===== src/rtl/kernel_normalizer.sv =====
// kernel_normalizer: scales a raw KxK kernel so its coefficients sum to ~2^FRAC_W.
// Ports: clk, n_rst (async, active-low); start/kernel_size/round_en/raw_kernel
//        request inputs; kernel result array; busy, done pulse, err status.
module kernel_normalizer #(
    parameter int MAX_KERNEL = 5,
    parameter int IN_W       = 8,
    parameter int OUT_W      = 8,
    parameter int FRAC_W     = 8,
    localparam int SZ_W      = $clog2(MAX_KERNEL + 1),
    localparam int SUM_W     = IN_W + $clog2(MAX_KERNEL * MAX_KERNEL + 1),
    localparam int Q_W       = IN_W + FRAC_W
) (
    input  logic                                             clk,
    input  logic                                             n_rst,
    input  logic                                             start,
    input  logic [SZ_W-1:0]                                  kernel_size,
    input  logic                                             round_en,
    input  logic [MAX_KERNEL-1:0][MAX_KERNEL-1:0][IN_W-1:0]  raw_kernel,
    output logic [MAX_KERNEL-1:0][MAX_KERNEL-1:0][OUT_W-1:0] kernel,
    output logic                                             busy,
    output logic                                             done,
    output logic                                             err
);

    localparam int DVD_W = Q_W + 1;
    localparam int IDX_W = $clog2(DVD_W);
    localparam int BIT_W = $clog2(Q_W);
    localparam logic [Q_W-1:0] SAT = Q_W'({OUT_W{1'b1}});

    typedef logic [MAX_KERNEL-1:0][MAX_KERNEL-1:0][IN_W-1:0]  raw_arr_t;
    typedef logic [MAX_KERNEL-1:0][MAX_KERNEL-1:0][OUT_W-1:0] out_arr_t;

    typedef enum logic [1:0] {
        S_IDLE,
        S_SUM,
        S_DIV
    } state_t;

    state_t             state_q, state_d;
    raw_arr_t           raw_q, raw_d;
    logic [SZ_W-1:0]    k_q, k_d;
    logic               rnd_q, rnd_d;
    logic [SUM_W-1:0]   sum_q, sum_d;
    logic [SZ_W-1:0]    row_q, row_d;
    logic [SZ_W-1:0]    col_q, col_d;
    logic [BIT_W-1:0]   bit_q, bit_d;
    logic [SUM_W-1:0]   rem_q, rem_d;
    logic [Q_W-2:0]     quo_q, quo_d;
    out_arr_t           work_q, work_d;
    out_arr_t           kernel_q, kernel_d;
    logic               done_q, done_d;
    logic               err_q, err_d;

    logic [IN_W-1:0]    elem;
    logic [SUM_W-1:0]   sum_nx;
    logic [DVD_W-1:0]   dividend;
    logic [IDX_W-1:0]   nbit;
    logic               first;
    logic [SUM_W-1:0]   rem_in;
    logic [SUM_W:0]     trial;
    logic               qbit;
    logic [SUM_W-1:0]   rem_nx;
    logic [Q_W-1:0]     quo_nx;
    logic [OUT_W-1:0]   coeff;
    logic [SZ_W-1:0]    k_last;
    logic               last_col;
    logic               last_elem;
    logic               last_bit;
    logic               size_ok;

    always_ff @(posedge clk or negedge n_rst) begin
        if (!n_rst) begin
            state_q  <= S_IDLE;
            raw_q    <= '0;
            k_q      <= '0;
            rnd_q    <= 1'b0;
            sum_q    <= '0;
            row_q    <= '0;
            col_q    <= '0;
            bit_q    <= '0;
            rem_q    <= '0;
            quo_q    <= '0;
            work_q   <= '0;
            kernel_q <= '0;
            done_q   <= 1'b0;
            err_q    <= 1'b0;
        end else begin
            state_q  <= state_d;
            raw_q    <= raw_d;
            k_q      <= k_d;
            rnd_q    <= rnd_d;
            sum_q    <= sum_d;
            row_q    <= row_d;
            col_q    <= col_d;
            bit_q    <= bit_d;
            rem_q    <= rem_d;
            quo_q    <= quo_d;
            work_q   <= work_d;
            kernel_q <= kernel_d;
            done_q   <= done_d;
            err_q    <= err_d;
        end
    end

    // Element datapath shared by SUM and DIV.
    always_comb begin
        elem      = raw_q[row_q][col_q];
        sum_nx    = sum_q + SUM_W'(elem);
        dividend  = (DVD_W'(elem) << FRAC_W)
                  + (rnd_q ? DVD_W'(sum_q >> 1) : '0);
        nbit      = IDX_W'(Q_W - 1) - IDX_W'(bit_q);
        first     = (bit_q == '0);
        // Dividend top bit never yields a quotient bit (result <= 2^FRAC_W),
        // so it preloads the remainder and Q_W steps cover the rest.
        rem_in    = first ? SUM_W'(dividend[Q_W]) : rem_q;
        trial     = {rem_in, dividend[nbit]};
        qbit      = (trial >= {1'b0, sum_q});
        rem_nx    = qbit ? SUM_W'(trial - {1'b0, sum_q}) : SUM_W'(trial);
        quo_nx    = first ? Q_W'(qbit) : {quo_q, qbit};
        coeff     = (quo_nx > SAT) ? OUT_W'(SAT) : OUT_W'(quo_nx);
        k_last    = k_q - SZ_W'(1);
        last_col  = (col_q == k_last);
        last_elem = last_col && (row_q == k_last);
        last_bit  = (bit_q == BIT_W'(Q_W - 1));
        size_ok   = kernel_size[0] && (kernel_size <= SZ_W'(MAX_KERNEL));
    end

    always_comb begin
        state_d  = state_q;
        raw_d    = raw_q;
        k_d      = k_q;
        rnd_d    = rnd_q;
        sum_d    = sum_q;
        row_d    = row_q;
        col_d    = col_q;
        bit_d    = bit_q;
        rem_d    = rem_q;
        quo_d    = quo_q;
        work_d   = work_q;
        kernel_d = kernel_q;
        done_d   = 1'b0;
        err_d    = err_q;

        unique case (state_q)
            S_IDLE: begin
                // done_q blocks acceptance in the completion cycle.
                if (start && !done_q) begin
                    if (size_ok) begin
                        raw_d   = raw_kernel;
                        k_d     = kernel_size;
                        rnd_d   = round_en;
                        sum_d   = '0;
                        row_d   = '0;
                        col_d   = '0;
                        bit_d   = '0;
                        work_d  = '0;
                        err_d   = 1'b0;
                        state_d = S_SUM;
                    end else begin
                        done_d = 1'b1;
                        err_d  = 1'b1;
                    end
                end
            end

            S_SUM: begin
                sum_d = sum_nx;
                if (last_elem) begin
                    row_d = '0;
                    col_d = '0;
                    bit_d = '0;
                    if (sum_nx == '0) begin
                        done_d  = 1'b1;
                        err_d   = 1'b1;
                        state_d = S_IDLE;
                    end else begin
                        state_d = S_DIV;
                    end
                end else if (last_col) begin
                    col_d = '0;
                    row_d = row_q + SZ_W'(1);
                end else begin
                    col_d = col_q + SZ_W'(1);
                end
            end

            S_DIV: begin
                rem_d = rem_nx;
                quo_d = quo_nx[Q_W-2:0];
                bit_d = bit_q + BIT_W'(1);
                if (last_bit) begin
                    bit_d = '0;
                    work_d[row_q][col_q] = coeff;
                    if (last_elem) begin
                        kernel_d = work_d;
                        done_d   = 1'b1;
                        err_d    = 1'b0;
                        state_d  = S_IDLE;
                    end else if (last_col) begin
                        col_d = '0;
                        row_d = row_q + SZ_W'(1);
                    end else begin
                        col_d = col_q + SZ_W'(1);
                    end
                end
            end

            default: state_d = S_IDLE;
        endcase
    end

    assign kernel = kernel_q;
    assign busy   = (state_q != S_IDLE);
    assign done   = done_q;
    assign err    = err_q;

endmodule

===== config.mk =====
export PLATFORM = sky130hd
export DESIGN_NAME = kernel_normalizer
export DESIGN_NICKNAME = d
export VERILOG_FILES = /design/src/rtl/kernel_normalizer.sv
export SDC_FILE = /design/constraint.sdc
export NUM_CORES = 1
export LEC_CHECK = 0
export ABC_AREA = 1
export CAP_MARGIN = 10
export CORE_ASPECT_RATIO = 0.6
export CORE_MARGIN = 2
export CORE_UTILIZATION = 55
export DETAILED_ROUTE_END_ITERATION = 7
export PLACE_DENSITY = 0.91
export SLEW_MARGIN = 25
export SYNTH_ARGS = -nofsm -noshare
export SYNTH_HDL_FRONTEND = slang
export SYNTH_SLANG_ARGS = --single-unit

===== constraint.sdc =====
create_clock -name clk -period 6.25 [get_ports clk]
set_input_delay 1.875 -clock clk [delete_from_list [all_inputs] [get_ports clk]]
set_output_delay 1.875 -clock clk [all_outputs]
set_load 0.005 [all_outputs]

# --- Yosys cells after proc, flatten, opt, wreduce, memory -nomap -nowiden ---
# Cells that the tools add are included.
classes:
  n_mux: 60
  shift: 0
  n_eq_ne: 12
  multipliers: 0
  bitwise_logic: 0
  n_reduce_logical: 21
  n_addsub: 8
  n_div: 0
  n_lt_le_gt_ge: 8
ops:
  columns: ["op", "count"]
  rows:
  - ["two-way mux 200 bit", 3]
  - ["case mux 200 bit (2 select lines)", 1]
  - ["bitwise mux 200 bit", 1]
  - ["binary-select mux 40 bit (select 3 bit)", 1]
  - ["demux 40 bit (select 3 bit)", 1]
  - ["two-way mux 40 bit", 2]
  - ["two-way mux 13 bit", 4]
  - ["two-way mux 3 bit", 10]
  - ["case mux 13 bit (2 select lines)", 1]
  - ["binary-select mux 8 bit (select 3 bit)", 1]
  - ["demux 8 bit (select 3 bit)", 1]
  - ["two-way mux 8 bit", 3]
  - ["case mux 3 bit (3 select lines)", 2]
  - ["adder 16 x 12 -> 17 bit", 1]
  - ["> comparator 16 x 8 -> 1 bit (second input constant)", 1]
  - ["two-way mux 16 bit", 1]
  - ["two-way mux 4 bit", 4]
  - [">= comparator 14 x 13 -> 1 bit", 1]
  - ["inequality test 2 bit (second input constant)", 7]
  - ["adder 13 x 8 -> 13 bit", 1]
  - ["logical NOT 13 bit", 1]
  - ["subtractor 13 bit", 1]
  - ["two-way mux 1 bit", 12]
  - ["two-way mux 12 bit", 1]
  - ["27 further kinds", 47]
word_totals:
  n_memories: 0
  output_inout_bits: 203
  inputBits: 207
  ff_bits: 659
  mem_bits_ro: 0
  latchBits: 0
  ram_bits: 0
  word_cells: 195

# --- Depth between registers and ports, before layout ---
logic_depth:
  depth_word: 14
  ltp_mapped: 40

# --- Worst setup path after synthesis ---
# Ideal clock, no wire load.
synth_path:
  kind: "register -> register"
  start: "reg row_q[0]"
  end: "reg work_q[0] in the netlist's numbering"
  synth_period_minus_slack_ns: 5.343
  stages_incl_launch_ff: 40
  setup_time_ns: 0.141
  arrival_time_ns: 5.203
  setup_slack_ns: 0.907
  required_ns: 6.109
  cell_sequence: "dfrtp_1 buf_4 inv_2 nand3_2 buf_2 buf_2 buf_2 o22ai_1 o31ai_1 o21a_1 o2111ai_1 ha_1 a21oi_1 nor2_1 nor2_1 nor2_1 nor2_1 nor2_2 (+4 left out) nand2_1 nand2_1 nand2_1 inv_1 ha_1 inv_1 fa_1 nand3_1 nand2_1 nand3_1 nand2_1 a221oi_1 nand2_1 inv_2 nand2_1 buf_2 o21ai_0 o22ai_1"
synth_between:
  elab_chain_len: 14
  elab_cells_between_ends: 20
  cone_classes: "1 x add/sub; 4 x order compare; 14 x mux; 1 x reduce/logical"
synth_lines:
  columns: ["item", "line_no", "source"]
  rows:
  - ["from (decl)", "44", "logic [SZ_W-1:0] row_q, row_d;"]
  - ["from (signal assigned)", "93", "row_q <= row_d;"]
  - ["binary-select mux 40 bit (select 3 bit)", "107", "elem = raw_q[row_q][col_q];"]
  - ["two-way mux 40 bit (implied by the code)", "107", null]
  - ["binary-select mux 8 bit (select 3 bit)", "107", null]
  - ["two-way mux 8 bit (implied by the code)", "107", null]
  - ["adder 16 x 12 -> 17 bit", "110", "+ (rnd_q ? DVD_W'(sum_q >> 1) : '0);"]
  - ["binary-select mux 1 bit (select 5 bit)", "116", "trial = {rem_in, dividend[nbit]};"]
  - ["two-way mux 1 bit (implied by the code)", "116", null]
  - [">= comparator 14 x 13 -> 1 bit", "117", "qbit = (trial >= {1'b0, sum_q});"]
  - ["two-way mux 16 bit", "119", "quo_nx = first ? Q_W'(qbit) : {quo_q, qbit};"]
  - ["> comparator 16 x 8 -> 1 bit", "120", "coeff = (quo_nx > SAT) ? OUT_W'(SAT) : OUT_W'(quo_nx);"]
  - ["two-way mux 8 bit", "120", null]
  - ["bitwise mux 200 bit (*)", "193", "work_d[row_q][col_q] = coeff;"]
  - ["two-way mux 200 bit (*)", "191", "if (last_bit) begin"]
  - ["case mux 200 bit (2 select lines) (*)", "144", "unique case (state_q)"]
  - ["to (signal assigned)", "98", "work_q <= work_d;"]
  - ["to (decl)", "49", "out_arr_t work_q, work_d;"]
# Every way passes the cells marked *; elsewhere a longest branch is shown, timed or not. The select of a mux whose other input is x is not followed.
# A chain may end at the register's enable or synchronous reset.

# --- Worst setup path in the final report ---
layout_path:
  start: "reg row_q[0]"
  end: "reg work_q[112] in the netlist's numbering"
# Same word-level chain as after synthesis.

==> impl_metrics.json <==
{
  "status": "complete, no violations",
  "clkLatencyLatePin_ps": 620,
  "worstHoldStart": "raw_q[20]$_DFFE_PN0P_",
  "fin_crit_ps": 5835,
  "synth-main-ff-cell": "dfrtp_1",
  "skew_ps": 28.21,
  "antenna_found_initial": 1,
  "design_area_um2": 36350,
  "cp-end-kind": "flip-flop",
  "fillerInstances": 3782,
  "ir_worst_vdd_uv": 319.2,
  "initial_utilization_pct": 56.03,
  "finalSetupViolations": 0,
  "clk_root_buffer_cell": "clkbuf_16",
  "cts_tree": "built",
  "path_class": "reg2reg",
  "pin_count": 410,
  "drt_iter0_drc": 3341,
  "slowest_delay_ps": 580,
  "clockBufferDepth": 3,
  "setup_tns_ps": 0,
  "layout_setup_ws_ps": 415.3,
  "startpoint": "row_q[0]$_DFFE_PN0P_",
  "max-cap-violations": 0,
  "max_freq_mhz": 171.4,
  "area_growth_pct": 22.73,
  "seq_area_um2": 16490,
  "synth_edf_count": 0,
  "final_max_slew_viol_count": 0,
  "design.core.area_um2": 52860,
  "multi_input_area_um2": 10690,
  "wl_um": 94050,
  "nets": 4047,
  "hold_class": "reg2reg",
  "syn_nets": 3744,
  "cp.required_ps": 6690,
  "timing.rr.start": "row_q[0]$_DFFE_PN0P_",
  "syn_avg_cell_area_um2": 8.462,
  "clock-sinks": 659,
  "ant_nets": 0,
  "start_kind": "flip-flop",
  "synth_cell_types": 45,
  "cts-htree-levels": 2,
  "via_count": 26720,
  "placementRows": 65,
  "drc": 0,
  "slowest_stage": "dfrtp_4",
  "worstPathArrival_ps": 6270,
  "numCtsBuffers": 58,
  "max_slew_margin_pct": 24.23,
  "die_area_um2": 55780,
  "syn_area_um2": 29620,
  "dp_cells": 4443,
  "gr-usage-all-layers_pct": 33.18,
  "clkTransAtPathRegs_ps": 60,
  "diodes": 0,
  "viasPerCell": 5.868,
  "ys_async_sr_fraction_pct": 100.0,
  "grt_max_degree": 254,
  "grt-ovfl-total": 0,
  "place_area_um2": 34230,
  "period_share_pct": 93.36,
  "ys.warnings.count": 0,
  "grt_first_pass_wirelength_um": 143400,
  "dpl.hpwl_um": 63540,
  "die_w_um": 303.6,
  "grt_pass1_vias": 25410,
  "drive_gt1_share_pct": 4.779,
  "first_pass_iters": 8,
  "finalPower_mw": 14.67,
  "gp_congestion": 1.008,
  "syn_inst": 3500,
  "crit_top_cell": "nand2_1",
  "p_leak_nw": 17.27,
  "pre_cts_ws_ps": 201.4,
  "synth-seq-cells": 659,
  "hold_violations": 0,
  "hold_buffers": 0,
  "wire_per_inst_um": 20.66,
  "powerDensity_nw_per_um2": 403.5,
  "worst_pin_slew_ps": 1137,
  "final_cells": 4553,
  "die_h_um": 183.8,
  "ys_seq_area_share_pct": 55.68,
  "critPathMaxFanout": 25,
  "port_buffers": 409
}
==> what timing repair did <==
| item | in CTS | in global routing |
|---|---|---|
| setup buffers | 0 | 2 |
| resized for setup | 0 | 34 |
| setup endpoints to repair | 0 | 60 |
==> cells in the mapped netlist, types with 4 or more instances <==
library cell / count / share of area (%)
o22ai_1: 258 / 5.4
buf_1: 8 / 0.10
nand3_1: 72 / 1.2
nor3_1: 9 / 0.15
nand2_2: 4 / 0.084
nor4_1: 5 / 0.11
buf_2: 34 / 0.57
xnor2_1: 8 / 0.24
nand4_1: 17 / 0.36
a22oi_1: 5 / 0.13
o2111ai_1: 7 / 0.21
ha_1: 34 / 1.4
inv_2: 6 / 0.076
o21ai_0: 372 / 6.3
clkbuf_1: 163 / 2.1
clkinv_1: 4 / 0.051
o221ai_1: 7 / 0.21
a211oi_1: 11 / 0.28
xor2_1: 18 / 0.53
o21ai_1: 211 / 3.6
dfrtp_1: 659 / 56
a21oi_1: 43 / 0.73
nor2_2: 4 / 0.084
buf_4: 4 / 0.10
nor3_2: 5 / 0.17
inv_1: 433 / 5.5
o31ai_1: 11 / 0.28
nand2_1: 950 / 12
nor2_1: 113 / 1.4
==> cell usage in the layout (no fill, tap or decap), drive strengths merged, types with 2 or more instances in the layout <==
cell           synthesis  final
nand2                954    954
dfrtp                659    659
o21ai                583    583
inv                  439    445
clkdlybuf4s50          0    408
o22ai                258    258
nor2                 118    118
clkbuf               163     89
nand3                 75     76
buf                   49     46
a21oi                 43     43
ha                    34     34
xor2                  18     18
nand4                 17     17
nor3                  14     14
clkinv                 4     13
a211oi                11     11
o31ai                 11     11
xnor2                  8      8
o221ai                 7      7
o2111ai                7      7
nor4                   5      5
a22oi                  5      5
o21a                   3      3
fa                     3      3
bufinv                 0      3
a31oi                  2      2
o221a                  2      2
==> logic make-up after synthesis <==
| group | count (synthesis) | share of synthesized area [%] |
|---|---|---|
| compound gates | 938 | 17.49 |
| xor+xnor | 26 | 0.7689 |
| buf+inv | 655 | 8.572 |
| fa+ha+maj | 37 | 1.639 |
| flops | 659 | 55.68 |
| simple gates | 1185 | 15.85 |
==> critical path: cells and delay by family (launching register included) <==
family,cells,cell delay (ps)
buffers and inverters,8,1120
DFF,1,580
AOI/OAI and AO/OA,7,1310
and+or+nand+nor,16,1670
adders and majority gates,4,980
==> report_power, final <==
| part | internal (mW) | leakage [nW] | total, mW | switching (mW) |
|---|---|---|---|---|
| clock network | 2.13 | 1.01 | 3.78 | 1.65 |
| logic | 1.62 | 7.43 | 5.34 | 3.72 |
| registers | 5.12 | 8.83 | 5.55 | 0.438 |
==> metal layers <==
layer / part of all wire (%) / global-route usage (%)
met1: 41 / 47.18
met2: 44 / 49.26
met3: 11 / 8.425
met4: 4.2 / 12.53
met5: 0.014 / 0
==> final timing paths <==
path                                      endpoint  slack, ps  cells after the start
setup / recovery           work_q[112]$_DFFE_PN0P_        420                     35
hold / removal               raw_q[20]$_DFFE_PN0P_        480                      2
setup reg to reg           work_q[112]$_DFFE_PN0P_        420                     35
hold reg to reg              raw_q[20]$_DFFE_PN0P_        480                      2
max in group asynchronous   raw_q[187]$_DFFE_PN0P_       3760                      2
min in group asynchronous   kernel[14]$_DFFE_PN0P_       1210                      1
==> flip-flops by register name (all words and copies together), names as in the netlist <==
register and count:
work_q 200, raw_q 200, row_q 3, bit_q 4, err 1, rnd_q 1
quo_q 15, k_q 3, done 1, rem_q 13, state_q 2, sum_q 13
col_q 3, kernel 200
==> cell type report <==
type,instances,area share [%]
clock inverter,18,0.5749
tap,703,2.420
multi-input combinational,2187,29.40
timing repair buffer,454,12.63
inverter,443,4.623
sequential,659,45.38
clock buffer,89,4.977
==> stage by stage <==
stage               hold WS [ps]  util [%]
floorplan                  448.9         -
global route               505.4     68.76
global placement           458.6     64.74
finish                     482.9     68.76
detailed placement         464.8     64.74
CTS                        482.8     68.56
Note: power is estimated with default switching activity, not from simulation.
